### config.mk
export PLATFORM = sky130hd
export DESIGN_NAME = demux16_collect
export DESIGN_NICKNAME = d
export VERILOG_FILES = /design/src/rtl/demux_pkg.sv /design/src/rtl/demux16_collect.sv
export SDC_FILE = /design/constraint.sdc
export NUM_CORES = 1
export LEC_CHECK = 0
export ABC_AREA = 1
export CAP_MARGIN = 20
export CORE_MARGIN = 2
export CORE_UTILIZATION = 31
export DETAILED_ROUTE_END_ITERATION = 10
export GPL_TIMING_DRIVEN = 0
export SYNTH_ARGS = -nofsm -noshare
export SYNTH_HDL_FRONTEND = slang
export SYNTH_SLANG_ARGS = --single-unit
### constraint.sdc
create_clock -name clk -period 2.6 [get_ports clk]
set_input_delay 0.52 -clock clk [delete_from_list [all_inputs] [get_ports clk]]
set_output_delay 0.52 -clock clk [all_outputs]
set_load 0.01 [all_outputs]
### src/rtl/demux_pkg.sv
// Shared types and constants for the bit-level demux/collector
// and the 16:1 bit-select mux that consumes its words.
package demux_pkg;

  typedef enum logic {
    COLLECT = 1'b0,
    HOLD    = 1'b1
  } state_t;

  localparam int DEMUX_WIDTH = 16;

endpackage

### src/rtl/demux16_collect.sv
// Collects addressed single-bit writes into a word and emits it
// through a valid/ready register once every position is filled.
module demux16_collect
  import demux_pkg::*;
#(
  parameter  int WIDTH = DEMUX_WIDTH,
  localparam int SEL_W = $clog2(WIDTH)
) (
  input  logic             clk,
  input  logic             rst,
  input  logic             in_valid,
  output logic             in_ready,
  input  logic             in_bit,
  input  logic [SEL_W-1:0] in_sel,
  output logic             out_valid,
  input  logic             out_ready,
  output logic [WIDTH-1:0] out,
  output logic             dup_err
);

  state_t           state_q;
  logic [WIDTH-1:0] data_q, data_d;
  logic [WIDTH-1:0] mask_q, mask_d;
  logic [WIDTH-1:0] out_q;
  logic             out_valid_q;
  logic             dup_err_q;

  logic [WIDTH-1:0] sel_oh;
  logic             accept;
  logic             complete;
  logic             handshake;
  logic             out_free;
  logic             dup_hit;

  always_comb begin
    sel_oh    = {{(WIDTH-1){1'b0}}, 1'b1} << in_sel;
    in_ready  = (state_q == COLLECT);
    accept    = in_valid && in_ready;
    mask_d    = mask_q | sel_oh;
    data_d    = in_bit ? (data_q | sel_oh)
                       : (data_q & ~sel_oh);
    complete  = accept && (&mask_d);
    handshake = out_valid_q && out_ready;
    out_free  = !out_valid_q || out_ready;
    dup_hit   = accept && (|(mask_q & sel_oh));
  end

  always_ff @(posedge clk) begin
    if (rst) begin
      state_q     <= COLLECT;
      data_q      <= '0;
      mask_q      <= '0;
      out_q       <= '0;
      out_valid_q <= 1'b0;
      dup_err_q   <= 1'b0;
    end else begin
      dup_err_q <= dup_hit;
      case (state_q)
        COLLECT: begin
          if (handshake) out_valid_q <= 1'b0;
          // a loading word overrides the handshake clear
          if (complete && out_free) begin
            out_q       <= data_d;
            out_valid_q <= 1'b1;
            data_q      <= '0;
            mask_q      <= '0;
          end else if (complete) begin
            data_q  <= data_d;
            mask_q  <= mask_d;
            state_q <= HOLD;
          end else if (accept) begin
            data_q <= data_d;
            mask_q <= mask_d;
          end
        end
        HOLD: begin
          if (handshake) begin
            out_q   <= data_q;
            data_q  <= '0;
            mask_q  <= '0;
            state_q <= COLLECT;
          end
        end
        default: state_q <= COLLECT;
      endcase
    end
  end

  assign out_valid = out_valid_q;
  assign out       = out_q;
  assign dup_err   = dup_err_q;

endmodule

==> flow_metrics.env <==
export IMPL_setup_tns_ps=0
export IMPL_fin_util_pct=37.8
export IMPL_p_per_area_mw_per_mm2=513
export IMPL_final_seq_area_mm2=0.00102
export IMPL_maxSlewViolCount=0
export IMPL_outcome="finished clean"
export IMPL_r2r_start="state_q$_SDFF_PP0_"
export IMPL_nets=472
export IMPL_ctsHoldBuffers=0
export IMPL_vias=2696
export IMPL_arrival_ps=1900
export IMPL_antenna_found_initial=0
export IMPL_fillers=954
export IMPL_worst_pin_slew_ps=657
export IMPL_clock_fmax_mhz=413
export IMPL_crit_buf_inv=3
export IMPL_grt_pass1_wl_um=11800
export IMPL_synth_area_per_cell_um2=6.40
export IMPL_place_hpwl_um=5380
export IMPL_use_met2_pct=24.4
export IMPL_switchingPower_mw=0.432
export IMPL_grt_overflow_total=0
export IMPL_io_pins=28
export IMPL_gp_congestion=0.817
export IMPL_cts_sinks=51
export IMPL_hold_path_depth=2
export IMPL_critical_path_endpoint_type="output port"
export IMPL_grt_pass1_vias=2450
export IMPL_die_h_um=98.6
export IMPL_hp_class="reg2reg"
export IMPL_wirelength_um=7070
export IMPL_drc=0
export IMPL_worstPathRequired_ps=2080
export IMPL_grtUsageTotal_pct=14.8
export IMPL_synthCells=433
export IMPL_gr_usage_met3_pct=2.70
export IMPL_path_depth=3
export IMPL_clock_path_buffers=2
export IMPL_yosysWarnings=0
export IMPL_setup_viol_count_final=0
export IMPL_clockPowerShare_pct=40.0
export IMPL_dr_pass1_iters=4
export IMPL_swShare_pct=25.7
export IMPL_path_cells="clkinv_1, clkbuf_1, clkdlybuf4s50_1"
export IMPL_relSlewSlack_pct=56.0
export IMPL_num_rows=34
export IMPL_start_util_pct=31.9
export IMPL_fp_dieW_um=98.6
export IMPL_hold_viol_final=0
export IMPL_internal_power_mw=1.25
export IMPL_synthToLayoutAreaGrowth_pct=18.2
export IMPL_insertion_delay_ps=320
export IMPL_vdd_ir_drop_max_uv=226
export IMPL_root_buffer="clkbuf_8"
export IMPL_whs_endpoint="mask_q[14]$_SDFFE_PP0P_"
export IMPL_tritoncts="done"
export IMPL_drtIter0Drc=110
export IMPL_wl_per_cell_um=12.4
export IMPL_numCtsBuffers=5
export IMPL_vias_per_cell=4.71
export IMPL_slowest_stage="clkdlybuf4s50_1"
export IMPL_rsz0062_at_grt="false"
export IMPL_p_comb_share_pct=11.7
export IMPL_cp_max_fo=10
export IMPL_grt_busiest_layer="met2"
export IMPL_fp_dieArea_mm2=0.00972
export IMPL_htreeDepth=2
export IMPL_n_antenna_cell=0
export IMPL_io_buffer_count=23
export IMPL_finalCritPeriodShare_pct=93.2
export IMPL_clk_pin_slew_ps=100
export IMPL_cap_violations=0
export IMPL_seq_area_frac_synth_pct=36.8
export IMPL_reg2reg_to="data_q[15]$_SDFFE_PP0P_"
export IMPL_reg2reg_depth=8
export IMPL_synth_nets=442
export IMPL_pwr_share_seq_pct=48.3
export IMPL_power_total_mw=1.68
export IMPL_cpPeakStageDelay_ps=640
export IMPL_ys_seq_elements=51
export IMPL_period_needed_ps=2420
export IMPL_synth_cell_types=26
export IMPL_postCtsSetupBuffers=0
export IMPL_fin_skew_ps=5.82
export IMPL_crit_family="buffers and inverters"
export IMPL_grt_max_degree=17
export IMPL_crit_path_start_kind="flop"
export IMPL_multi_input_area_mm2=0.00139
export IMPL_r2r_slack_ps=280
export IMPL_min_from="mask_q[14]$_SDFFE_PP0P_"
export IMPL_grt_util_met1_pct=20.0
export IMPL_p_leak_nw=1.39
export IMPL_path_class="reg2out"
export IMPL_syn_area_mm2=0.00277
export IMPL_core_area_mm2=0.00868
export IMPL_drive_gt1_share_pct=8.62
export IMPL_drtAntennaViolNets=0
-- power groups by stage --
stage / registers, mW / logic (mW) / clock network (mW)
6_report: 0.812 / 0.196 / 0.672
3_3_place_gp: 0.829 / 0.190 / 0
5_1_grt: 0.814 / 0.224 / 0.714
3_5_place_dp: 0.829 / 0.194 / 0
4_1_cts: 0.812 / 0.195 / 0.693
2_1_floorplan: 0.827 / 0.146 / 0
-- cells in the final DEF, fill, tap and decap left out, types with 2 or more instances in the layout --
cell type	count
clkbuf_1	12
o211ai_1	10
clkdlybuf4s50_1	22
nand2_1	121
nand3_1	12
clkbuf_8	5
o22ai_1	13
nand4_1	4
inv_1	62
buf_1	2
dfxtp_1	51
nor2_1	47
buf_2	4
inv_2	3
nor2_4	4
bufinv_16	2
a21oi_1	37
nor4_1	2
o21ai_0	27
buf_6	2
nand3_2	2
nand2_2	11
-- final cells by class --
| cell class | instances | area share, % |
|---|---|---|
| multi-input combinational | 294 | 42.3 |
| sequential | 51 | 31.2 |
| inverter | 66 | 7.56 |
| timing repair buffer | 23 | 7.10 |
| tap | 108 | 4.12 |
| buffer | 22 | 3.59 |
| clock buffer | 5 | 2.10 |
| clock inverter | 3 | 2.06 |
-- worst max-delay path by stage --
stage | from | end
finish | state_q$_SDFF_PP0_ | in_ready
global route | state_q$_SDFF_PP0_ | data_q[5]$_SDFFE_PP0P_
CTS | in_sel[0] | mask_q[9]$_SDFFE_PP0P_
detailed placement | in_sel[0] | mask_q[8]$_SDFFE_PP0P_
global placement | in_sel[0] | mask_q[13]$_SDFFE_PP0P_
floorplan | in_sel[1] | out[3]$_SDFFE_PP0P_
-- synth_stat cells --
| master | instances | area [µm²] |
|---|---|---|
| buf_8 | 1 | 15.0 |
| nand2_4 | 1 | 11.3 |
| nand4_1 | 4 | 25.0 |
| buf_6 | 2 | 22.5 |
| clkinv_1 | 1 | 3.75 |
| nand3_4 | 1 | 17.5 |
| inv_2 | 3 | 11.3 |
| buf_2 | 4 | 20.0 |
| nor2_1 | 47 | 176 |
| dfxtp_1 | 51 | 1020 |
| buf_1 | 2 | 7.51 |
| nand4_2 | 1 | 12.5 |
| clkbuf_1 | 12 | 45.0 |
| o211ai_1 | 10 | 75.1 |
| nor2_2 | 1 | 6.26 |
| nand3_2 | 2 | 20.0 |
| nor4_1 | 2 | 12.5 |
| o22ai_1 | 13 | 81.3 |
| nand2_1 | 121 | 454 |
| nor2_4 | 4 | 45.0 |
| nand3_1 | 12 | 60.1 |
| buf_4 | 1 | 7.51 |
| a21oi_1 | 37 | 185 |
| o21ai_0 | 27 | 135 |
| nand2_2 | 11 | 68.8 |
| inv_1 | 62 | 233 |
-- cells by family (layout without fill, tap and decap cells) --
kind of cell    Yosys count  in the layout  synth area share (%)
compound gates           87             87                  17.2
buf+inv                  88            119                  13.2
flops                    51             51                  36.8
simple gates            207            207                  32.8
-- state kept, by name, summed over array words and instances, names as in the netlist --
register	count
data_q	16
out_valid	1
mask_q	16
state_q	1
dup_err	1
out	16
-- routing by layer --
layer,vias to the layer above,part of all wire [%],routed length (µm)
li1,1424,-,-
met1,1210,49,3460
met2,52,46,3260
met3,10,3.6,253
met4,0,1.4,99
met5,-,0,0
-- per-stage QoR --
| step | setup slack (ps) | hold WS [ps] | cell area [µm²] | instances |
|---|---|---|---|---|
| 2_1_floorplan | 600 | 439 | 2770 | 433 |
| 4_1_cts | 97.2 | 466 | 3270 | 572 |
| 3_5_place_dp | -246 | 451 | 3140 | 564 |
| 6_report | 176 | 465 | 3280 | 572 |
| 5_1_grt | 86.0 | 484 | 3280 | 572 |
| 3_3_place_gp | -214 | 449 | 3140 | 564 |
-- worst min-delay path: cells and delay by family (launching register included) --
kind               cells  cell delay, ps
and+or+nand+nor        1              60
DFF                    1             320
AOI/OAI and AO/OA      1              50
-- repair_timing --
item,4_1_cts,5_1_grt
resized for setup,0,1
hold endpoints to repair,0,0
setup endpoints to repair,0,36
Power figures use the tool's default switching activity.
==> edit, RTL diff (same flow settings) <==
Put one more register stage on the output `dup_err`, cleared by the reset. The value now appears one clock later. The other outputs are not delayed to match.
--- a/src/rtl/demux16_collect.sv
+++ b/src/rtl/demux16_collect.sv
@@ -89,5 +89,11 @@
   assign out_valid = out_valid_q;
   assign out       = out_q;
-  assign dup_err   = dup_err_q;
+  always_ff @(posedge clk) begin
+    if (rst) begin
+      dup_err <= '0;
+    end else begin
+      dup_err <= dup_err_q;
+    end
+  end
 
 endmodule
Check against the original RTL: not equivalent (Yosys sat finds a counterexample within 4 cycles, from zero or initial values and one cycle with rst high).
==> edit against the unedited design <==
Setup slack better by 0.057 ns; routed wire length increased by 3.8%; sequential power increased by 2%; first-iteration DRC count up 32%; total power fell by 7.3%; sequential cell count up 1; cell area decreased by 0.95%; global-route usage increased by 0.65 points; register-to-register slack improved by 0.20 ns; final cell count rose by 3.5%; area after synthesis fell by 0.45%; count of clock-buffer cells in the layout stayed put; highest routed layer unchanged.
==> edit: results (changes against the unedited design) <==
metric,value,unit,change
status,"finished, final reports clean",,
worst-path-max-fanout,10,,unchanged
post_cts.repair.setup_buffers,0,,unchanged
cts_buffers,5,,unchanged
maxCapViolCount,0,,unchanged
track_usage,15.50,%,+0.65 points
root_buffer,clkbuf_8,,
grt_max_degree,15,,-2
antenna_found_initial,0,,unchanged
ys_top_cells_by_count,"nand2_1 (142), nor2_1 (60), inv_1 (59)",,
final_hold_viol_count,0,,unchanged
wl_per_cell,12.40,µm,+0.31%
place_congestion,0.8917,,+9.1%
drt-pass1-iter-count,4,,unchanged
async_flop_share,0,%,unchanged
synth.yosys.seq_area_share,37.72,%,+0.89 points
crit_arrival,1.85,ns,-0.05 ns
post-dp-hpwl,5.512,mm,+2.5%
ys_types,20,,-23%
relSlewSlack,62.22,%,+6.2 points
syn-num-nets,463,,+4.8%
p_leak,1.365,nW,-1.8%
finClkSkew,0.004150,ns,-0.001670 ns
switching_share,25.81,%,+0.11 points
grt_pass1_wl,12.32,mm,+4.5%
h-tree-depth,2,,unchanged
clk_pin_slew,0.09,ns,
drc,0,,unchanged
final_layout_size_suffix_gt1_share,5.992,%,-2.6 points
grt_pass1_vias,2589,,+5.7%
synth.area.top_cells,"dfxtp_1 (38%), nand2_1 (19%), nor2_1 (8.2%)",,
nNetsFinal,494,,+4.7%
yosysWarnings,0,,unchanged
portBuffers,24,,+4.3%
ir_drop,242.1,µV,+7.1%
num_antenna_cells,0,,unchanged
hold_path_class,reg -> reg,,
preCtsSetupSlack,-0.3957,ns,-0.1497 ns
clk_latency,0.30,ns,-0.02 ns
synth_flop_cell,dfxtp_1,,
p_clk_share,34.3,%,-5.7 points
clock_path_buffers,2,,unchanged
pg_seq,0.000827,W,+2%
vias,2818,,+4.5%
placed_cell_area,3136,µm²,about the same
drt_iter0_drc,145,,+32%
[edit: kinds of logic after synthesis]
family          Yosys count  synth area share [%]
simple gates            228                 32.73
flops                    52                 37.72
compound gates           87                 17.13
buf+inv                  87                 12.42
[edit: path summary, 6_finish.rpt]
path | from | to | slack [ns] | cells past startpoint
min | dup_err_q | dup_err | 0.40 | 2
max | state_q | in_ready | 0.23 | 3
max reg2reg | state_q | data_q[6] | 0.48 | 8
min reg2reg | dup_err_q | dup_err | 0.40 | 2
[edit: critical path: stages, from the launching register on]
cell and delay [ns]:
dfxtp_1 0.39, inv_2 0.14, clkbuf_1 0.38, clkdlybuf4s50_1 0.63
[edit: timing repair]
| item | in CTS | in global routing |
|---|---|---|
| endpoints found under the setup margin | 34 | 36 |
| gates resized for setup | 2 | 7 |
| hold endpoints to repair | 0 | 0 |
| pin swaps | 0 | 0 |
[edit: layer usage]
metal  vias to the layer above  routed length [µm]  GRT usage [%]
met5                         -                   0              0
met4                         0                 106          3.477
met3                        13                 485          2.577
met2                        81                3300          25.95
met1                      1231                3449          20.99
li1                       1493                   -              -
[edit: layout make-up]
type | instances | area [µm²]
tap | 108 | 135.1
clock buffer | 5 | 68.82
clock inverter | 1 | 30.03
sequential | 52 | 1041
buffer | 21 | 96.34
multi-input combinational | 315 | 1391
inverter | 66 | 247.7
fill | 977 | 5433
timing repair buffer | 24 | 235.2
[edit: stage by stage]
| stage | std cells | total power, W | setup TNS [ns] |
|---|---|---|---|
| global route | 592 | 0.001633 | 0 |
| global placement | 586 | 0.001031 | -12.59 |
| detailed placement | 586 | 0.001037 | -13.46 |
| floorplan | 454 | 0.0009833 | 0 |
| CTS | 592 | 0.001578 | 0 |
| finish | 592 | 0.001558 | 0 |
